==> src/rtl/fpu_sched_pkg.sv <==
// Shared FP scheduling types: FPU opcodes and the queued-op record.
package fpu_sched_pkg;

   localparam int unsigned PKG_LG_PRF_WIDTH = 4;
   localparam int unsigned PKG_LG_ROB_WIDTH = 4;
   localparam int unsigned PKG_LG_FCR_WIDTH = 4;

   typedef enum logic [4:0] {
      SP_ADD  = 5'd0,
      SP_SUB  = 5'd1,
      SP_MUL  = 5'd2,
      SP_DIV  = 5'd3,
      SP_SQRT = 5'd4,
      SP_CMP  = 5'd5,
      DP_ADD  = 5'd6,
      DP_SUB  = 5'd7,
      DP_MUL  = 5'd8,
      DP_DIV  = 5'd9,
      DP_SQRT = 5'd10,
      DP_CMP  = 5'd11,
      FP_FMA  = 5'd12,
      FP_I2F  = 5'd13,
      FP_F2I  = 5'd14
   } opcode_t;

   // Field widths track the package pointer widths; the scheduler's
   // pointer parameters are expected to match them.
   typedef struct packed {
      opcode_t                       opcode;
      logic [63:0]                   src_a;
      logic [63:0]                   src_b;
      logic [63:0]                   src_c;
      logic [7:0]                    src_fcr;
      logic [PKG_LG_ROB_WIDTH-1:0]   rob_ptr;
      logic [PKG_LG_PRF_WIDTH-1:0]   dst_ptr;
      logic [PKG_LG_FCR_WIDTH-1:0]   fcr_ptr;
      logic [2:0]                    fcr_sel;
   } fpu_sched_entry_t;

endpackage

==> src/rtl/fpu_sched_queue.sv <==
// Circular FIFO of scheduled FP ops; pointers carry one extra wrap bit.
module fpu_sched_queue
   import fpu_sched_pkg::*;
#(
   parameter int LG_DEPTH = 2
) (
   input  logic                 clk,
   input  logic                 reset,
   input  logic                 clear,
   input  logic                 push,
   input  fpu_sched_entry_t     push_data,
   input  logic                 pop,
   output fpu_sched_entry_t     head_data,
   output logic [LG_DEPTH:0]    count
);

   localparam int DEPTH = 1 << LG_DEPTH;

   fpu_sched_entry_t     mem_q [DEPTH];
   logic [LG_DEPTH:0]    head_q, head_d;
   logic [LG_DEPTH:0]    tail_q, tail_d;
   logic                 full;
   logic                 empty;
   logic                 push_ok;
   logic                 pop_ok;

   assign full    = (head_q[LG_DEPTH] != tail_q[LG_DEPTH]) &&
                    (head_q[LG_DEPTH-1:0] == tail_q[LG_DEPTH-1:0]);
   assign empty   = (head_q == tail_q);
   assign push_ok = push && !full && !clear;
   assign pop_ok  = pop && !empty && !clear;

   always_comb begin
      head_d = head_q;
      tail_d = tail_q;
      if (clear) begin
         head_d = tail_q;
      end else begin
         if (push_ok) tail_d = tail_q + 1'b1;
         if (pop_ok)  head_d = head_q + 1'b1;
      end
   end

   always_ff @(posedge clk) begin
      if (reset) begin
         head_q <= '0;
         tail_q <= '0;
      end else begin
         head_q <= head_d;
         tail_q <= tail_d;
      end
   end

   always_ff @(posedge clk) begin
      if (push_ok) mem_q[tail_q[LG_DEPTH-1:0]] <= push_data;
   end

   assign head_data = mem_q[head_q[LG_DEPTH-1:0]];
   assign count     = tail_q - head_q;

endmodule

==> src/rtl/fpu_sched.sv <==
// In-order FP issue scheduler: queues ready ops, issues one per cycle into
// the fixed-latency FPU, yields writeback slots and squashes flushed results.
module fpu_sched
   import fpu_sched_pkg::*;
#(
   parameter int LG_PRF_WIDTH = PKG_LG_PRF_WIDTH,
   parameter int LG_ROB_WIDTH = PKG_LG_ROB_WIDTH,
   parameter int LG_FCR_WIDTH = PKG_LG_FCR_WIDTH,
   parameter int FPU_LAT      = 2,
   parameter int LG_Q_DEPTH   = 2
) (
   input  logic                      clk,
   input  logic                      reset,
   input  logic                      flush,
   input  logic                      enq_val,
   output logic                      enq_rdy,
   input  opcode_t                   enq_opcode,
   input  logic [63:0]               enq_src_a,
   input  logic [63:0]               enq_src_b,
   input  logic [63:0]               enq_src_c,
   input  logic [7:0]                enq_src_fcr,
   input  logic [LG_ROB_WIDTH-1:0]   enq_rob_ptr,
   input  logic [LG_PRF_WIDTH-1:0]   enq_dst_ptr,
   input  logic [LG_FCR_WIDTH-1:0]   enq_fcr_ptr,
   input  logic [2:0]                enq_fcr_sel,
   input  logic                      ext_wb_resv,
   output logic                      fpu_start,
   output opcode_t                   fpu_opcode,
   output logic [63:0]               fpu_src_a,
   output logic [63:0]               fpu_src_b,
   output logic [63:0]               fpu_src_c,
   output logic [7:0]                fpu_src_fcr,
   output logic [LG_ROB_WIDTH-1:0]   fpu_rob_ptr,
   output logic [LG_PRF_WIDTH-1:0]   fpu_dst_ptr,
   output logic [LG_FCR_WIDTH-1:0]   fpu_fcr_ptr,
   output logic [2:0]                fpu_fcr_sel,
   output logic                      wb_live,
   output logic [LG_Q_DEPTH:0]       q_count,
   output logic [31:0]               perf_issued,
   output logic [31:0]               perf_wb_stall
);

   localparam logic [LG_Q_DEPTH:0] Q_DEPTH = {1'b1, {LG_Q_DEPTH{1'b0}}};

   fpu_sched_entry_t     enq_entry;
   fpu_sched_entry_t     head_entry;
   fpu_sched_entry_t     fpu_entry_q, fpu_entry_d;
   logic                 fpu_start_q, fpu_start_d;
   logic [FPU_LAT-1:0]   live_q, live_d;
   logic [31:0]          perf_issued_q, perf_issued_d;
   logic [31:0]          perf_wb_stall_q, perf_wb_stall_d;
   logic                 enq_fire;
   logic                 issue;
   logic                 q_nonempty;
   logic                 q_clear;

   always_comb begin
      enq_entry         = '0;
      enq_entry.opcode  = enq_opcode;
      enq_entry.src_a   = enq_src_a;
      enq_entry.src_b   = enq_src_b;
      enq_entry.src_c   = enq_src_c;
      enq_entry.src_fcr = enq_src_fcr;
      enq_entry.rob_ptr = enq_rob_ptr;
      enq_entry.dst_ptr = enq_dst_ptr;
      enq_entry.fcr_ptr = enq_fcr_ptr;
      enq_entry.fcr_sel = enq_fcr_sel;
   end

   // Readiness uses this cycle's occupancy, so a same-cycle pop never
   // makes room for a push into a full queue.
   assign q_nonempty = (q_count != '0);
   assign enq_rdy    = (q_count != Q_DEPTH) && !flush && !reset;
   assign enq_fire   = enq_val && enq_rdy;
   assign issue      = q_nonempty && !ext_wb_resv && !flush && !reset;
   assign q_clear    = flush || reset;

   fpu_sched_queue #(
      .LG_DEPTH (LG_Q_DEPTH)
   ) u_queue (
      .clk       (clk),
      .reset     (reset),
      .clear     (q_clear),
      .push      (enq_fire),
      .push_data (enq_entry),
      .pop       (issue),
      .head_data (head_entry),
      .count     (q_count)
   );

   always_comb begin
      fpu_start_d     = issue;
      fpu_entry_d     = issue ? head_entry : fpu_entry_q;
      perf_issued_d   = perf_issued_q + {31'd0, fpu_start_q};
      perf_wb_stall_d = perf_wb_stall_q +
                        {31'd0, (q_nonempty && ext_wb_resv && !flush)};
      // Liveness shadows the FPU valid pipe; a flush kills every stage.
      live_d            = '0;
      live_d[FPU_LAT-1] = fpu_start_q && !flush;
      for (int i = 0; i < FPU_LAT - 1; i++) begin
         live_d[i] = live_q[i+1] && !flush;
      end
   end

   always_ff @(posedge clk) begin
      if (reset) begin
         fpu_start_q     <= 1'b0;
         fpu_entry_q     <= '0;
         live_q          <= '0;
         perf_issued_q   <= '0;
         perf_wb_stall_q <= '0;
      end else begin
         fpu_start_q     <= fpu_start_d;
         fpu_entry_q     <= fpu_entry_d;
         live_q          <= live_d;
         perf_issued_q   <= perf_issued_d;
         perf_wb_stall_q <= perf_wb_stall_d;
      end
   end

   assign fpu_start     = fpu_start_q;
   assign fpu_opcode    = fpu_entry_q.opcode;
   assign fpu_src_a     = fpu_entry_q.src_a;
   assign fpu_src_b     = fpu_entry_q.src_b;
   assign fpu_src_c     = fpu_entry_q.src_c;
   assign fpu_src_fcr   = fpu_entry_q.src_fcr;
   assign fpu_rob_ptr   = fpu_entry_q.rob_ptr;
   assign fpu_dst_ptr   = fpu_entry_q.dst_ptr;
   assign fpu_fcr_ptr   = fpu_entry_q.fcr_ptr;
   assign fpu_fcr_sel   = fpu_entry_q.fcr_sel;
   assign wb_live       = live_q[0];
   assign perf_issued   = perf_issued_q;
   assign perf_wb_stall = perf_wb_stall_q;

endmodule
==> config.mk <==
export PLATFORM = sky130hd
export DESIGN_NAME = fpu_sched
export DESIGN_NICKNAME = d
export VERILOG_FILES = /design/src/rtl/fpu_sched_pkg.sv /design/src/rtl/fpu_sched_queue.sv /design/src/rtl/fpu_sched.sv
export SDC_FILE = /design/constraint.sdc
export NUM_CORES = 1
export LEC_CHECK = 0
export CAP_MARGIN = 20
export CORE_UTILIZATION = 45
export DETAILED_ROUTE_END_ITERATION = 8
export DONT_BUFFER_PORTS = 1
export HOLD_SLACK_MARGIN = 0.05
export PLACE_DENSITY = 0.71
export SLEW_MARGIN = 5
export SYNTH_ARGS = -nofsm -noshare
export SYNTH_HDL_FRONTEND = slang
export SYNTH_SLANG_ARGS = --single-unit
==> constraint.sdc <==
create_clock -name clk -period 19.5 [get_ports clk]
set_input_delay 1.95 -clock clk [delete_from_list [all_inputs] [get_ports clk]]
set_output_delay 1.95 -clock clk [all_outputs]
set_load 0.02 [all_outputs]
==> results.toml <==
[outcome]
status = "finished, final reports clean"

[clock_network]
cts_tree = "built"
clk_transition_reported_paths_ns = 0.06
clock-sinks = 1173
root_buffer = "clkbuf_16"
cts_buffer_depth = 3
ctsHoldBuffers = 0
postCtsSetupRepairBufs = 0
h-tree-depth = 3
cts-resized-gates = 0
insertion_delay_ns = 0.70
cts-buffers-inserted = 114

[detailed_routing]
drt_iter0_drc = 1587
viasPerCell = 5.63
first_pass_iters = 7
drcViolationCount = 0
wl_per_cell_microns = 24.0
vias = 21800
drtAntennaViolNets = 0
wl_mm = 93.2

[timing]
finalSetupViolCount = 0
fin_crit_sh_pct = 28.6
setup_tns_ns = 0
hold_viol_final = 0
slew_headroom_pct = 24.5
drv_slew = 0
tightest_slew_ns = 1.13
whs_ns = 0.448
min_period_ns = 5.58
skew_ns = 0.0275
fmax_mhz = 179
rsz0062_at_grt = "false"

[floorplanning]
die-area_sq_um = 96200
coreArea_sq_um = 93700
die_w_microns = 310
die_y_microns = 310
start_util_pct = 45.6
ioPinCount = 515
num_rows = 112

[layout]
num_antenna_cells = 0
layout-drive-gt1-share_pct = 17.2
syn2layout_area_growth_pct = 11.8
fin_nets = 2758
fin_area_sq_um = 47800
nFillCells = 7407
register_area_sq_um = 32300
multi_input_area_sq_um = 9780
final_common_cell = "edfxtp_1"
most-common-layout-cells = "edfxtp_1 (880), nand2_1 (464), dfxtp_1 (291), a21oi_1 (252), mux4_2 (220)"

[synthesis]
synth_cells = 2528
synth_compound_area_share_pct = 3.75
synth-simple-area-share_pct = 6.30
synth_edf_count = 880
syn_area_sq_um = 42800
syn-num-nets = 2765
synth_top_family_by_area = "multiplexers"
ys.flop_type = "edfxtp_1"
synth_cell_types = 52
synthMuxAreaShare_pct = 11.9
ys_ff_latch = 1173
synthArstFlopShare_pct = 0
synth_xor_area_share_pct = 0.468
yosys.area_share.adder_pct = 0.369
syn_avg_cell_area_sq_um = 16.9
ys_warn_count = 0
yosysSeqAreaShare_pct = 75.5

[pwr]
pwr-share-seq_pct = 53.3
vdd_drop_max_uv = 95.1
leakagePower_nw = 14.7
sw_frac_of_total_pct = 21.0
clkPwrFrac_pct = 42.5
p_int_mw = 4.15
p_switching_mw = 1.11
pwr-share-comb_pct = 4.2
powerDensity_nw_per_um2 = 110

[grt]
grtUsageMet1_pct = 21.8
top_usage_layer = "met2"
grt_pass1_vias = 22100
grt_use_total_pct = 18.9
antenna_found_initial = 1
met3_usage_pct = 6.13
gr-usage-met2_pct = 32.7
grt_max_degree = 306
grt_first_pass_wirelength_mm = 137
globalRouteOverflowTotal = 0

[critical_path]
path_max_fanout = 69
cp-start-kind = "register"
criticalPathCategory = "register to register"
arrival_ns = 5.88
critical_path_required_ns = 19.80
endpoint_kind = "register"

[job]
max_cap_violations = 0

[placed_design]
place_congestion = 0.780
io_buffers = 0
place_hpwl_mm = 56.0
placed_area_sq_um = 43900

[worst_hold_path]
hold_class = "register to register"
## power by group through the flow
stage	Clock, mW	Sequential (mW)	Combinational (mW)
floorplan	0	2.84	0.192
global placement	0	2.85	0.222
detailed placement	0	2.85	0.225
CTS	2.28	2.80	0.226
global route	2.36	2.80	0.242
finish	2.23	2.80	0.222
## worst max-delay path: stages, from the launching register on
cell and delay [ns]:
dfxtp_4 0.84, ha_1 0.30, fa_1 0.30, xor3_2 0.43, a311oi_4 0.67, and3_4 0.71, buf_4 0.74, buf_4 0.95
## per-stage QoR
stage	std cells	worst slack, ns	total power [mW]	utilization, %
4_1_cts	3875	13.91	5.30	50.9
2_1_floorplan	2528	11.02	3.03	-
3_5_place_dp	3658	13.94	3.08	46.8
6_report	3876	13.92	5.25	51.0
5_1_grt	3876	13.68	5.41	51.0
3_3_place_gp	3658	14.01	3.07	46.8
## flip-flops by register name, indices dropped and copies added, names as in the netlist, 5 cells and up
name           flops
fpu_src_fcr        8
fpu_src_b         64
fpu_src_c         64
u_queue.mem_q    880
perf_wb_stall     32
perf_issued       32
fpu_src_a         64
fpu_opcode         5
## Yosys cell counts (2+ instances only)
cell type,count,area share [%]
and2_1,5,0.073
a21oi_1,252,2.9
nand2b_1,2,0.029
nor2_1,35,0.31
or3_1,11,0.16
or4_1,21,0.37
nand2_1,464,4.1
and4_1,6,0.12
xnor2_1,13,0.27
nor4_1,8,0.12
ha_1,11,0.32
mux4_2,220,12
nor3_1,10,0.12
and3_1,8,0.12
buf_1,6,0.053
inv_1,17,0.15
dfxtp_1,293,14
nand3_2,2,0.047
nor2b_1,17,0.25
nand3_1,20,0.23
clkbuf_1,75,0.66
a31oi_1,2,0.029
mux2_2,11,0.29
buf_2,64,0.75
nor4b_1,2,0.041
edfxtp_1,880,62
xor2_1,7,0.14
nand4_1,11,0.16
o21ai_0,12,0.14
o31ai_1,21,0.37
## logic make-up (layout without fill, tap and decap cells)
logic type | count (synthesis) | in the layout
compound gates | 298 | 298
buf+inv | 165 | 259
xor+xnor | 21 | 21
fa+ha+maj | 12 | 12
flops | 1173 | 1173
simple gates | 626 | 626
mux | 233 | 233
## area by class of cell
| cell class | count | area share (%) |
|---|---|---|
| inverters | 19 | 0.165 |
| repair buffers | 23 | 0.429 |
| clock inverters | 58 | 1.37 |
| multi-input cells | 1190 | 20.5 |
| clock buffers | 159 | 6.69 |
| flip-flops and latches | 1173 | 67.6 |
| well taps | 1254 | 3.28 |
## path summary, 6_finish.rpt
kind,cells after the start,to,slack [ns],startpoint
worst min register to register,1,live_q[0]$_SDFF_PP0_,0.45,live_q[1]$_SDFF_PP0_
worst min-delay path,1,live_q[0]$_SDFF_PP0_,0.45,live_q[1]$_SDFF_PP0_
worst max-delay path,7,u_queue.mem_q[2][22]$_DFFE_PP_,13.92,u_queue.head_q[0]$_SDFFE_PP0P_
worst max register to register,7,u_queue.mem_q[2][22]$_DFFE_PP_,13.92,u_queue.head_q[0]$_SDFFE_PP0P_
## layer usage
layer	wire [microns]	vias up
li1	-	9669
met1	33900	11200
met2	48100	734
met3	8110	161
met4	3010	0
met5	0	-
Power figures use the tool's default switching activity.
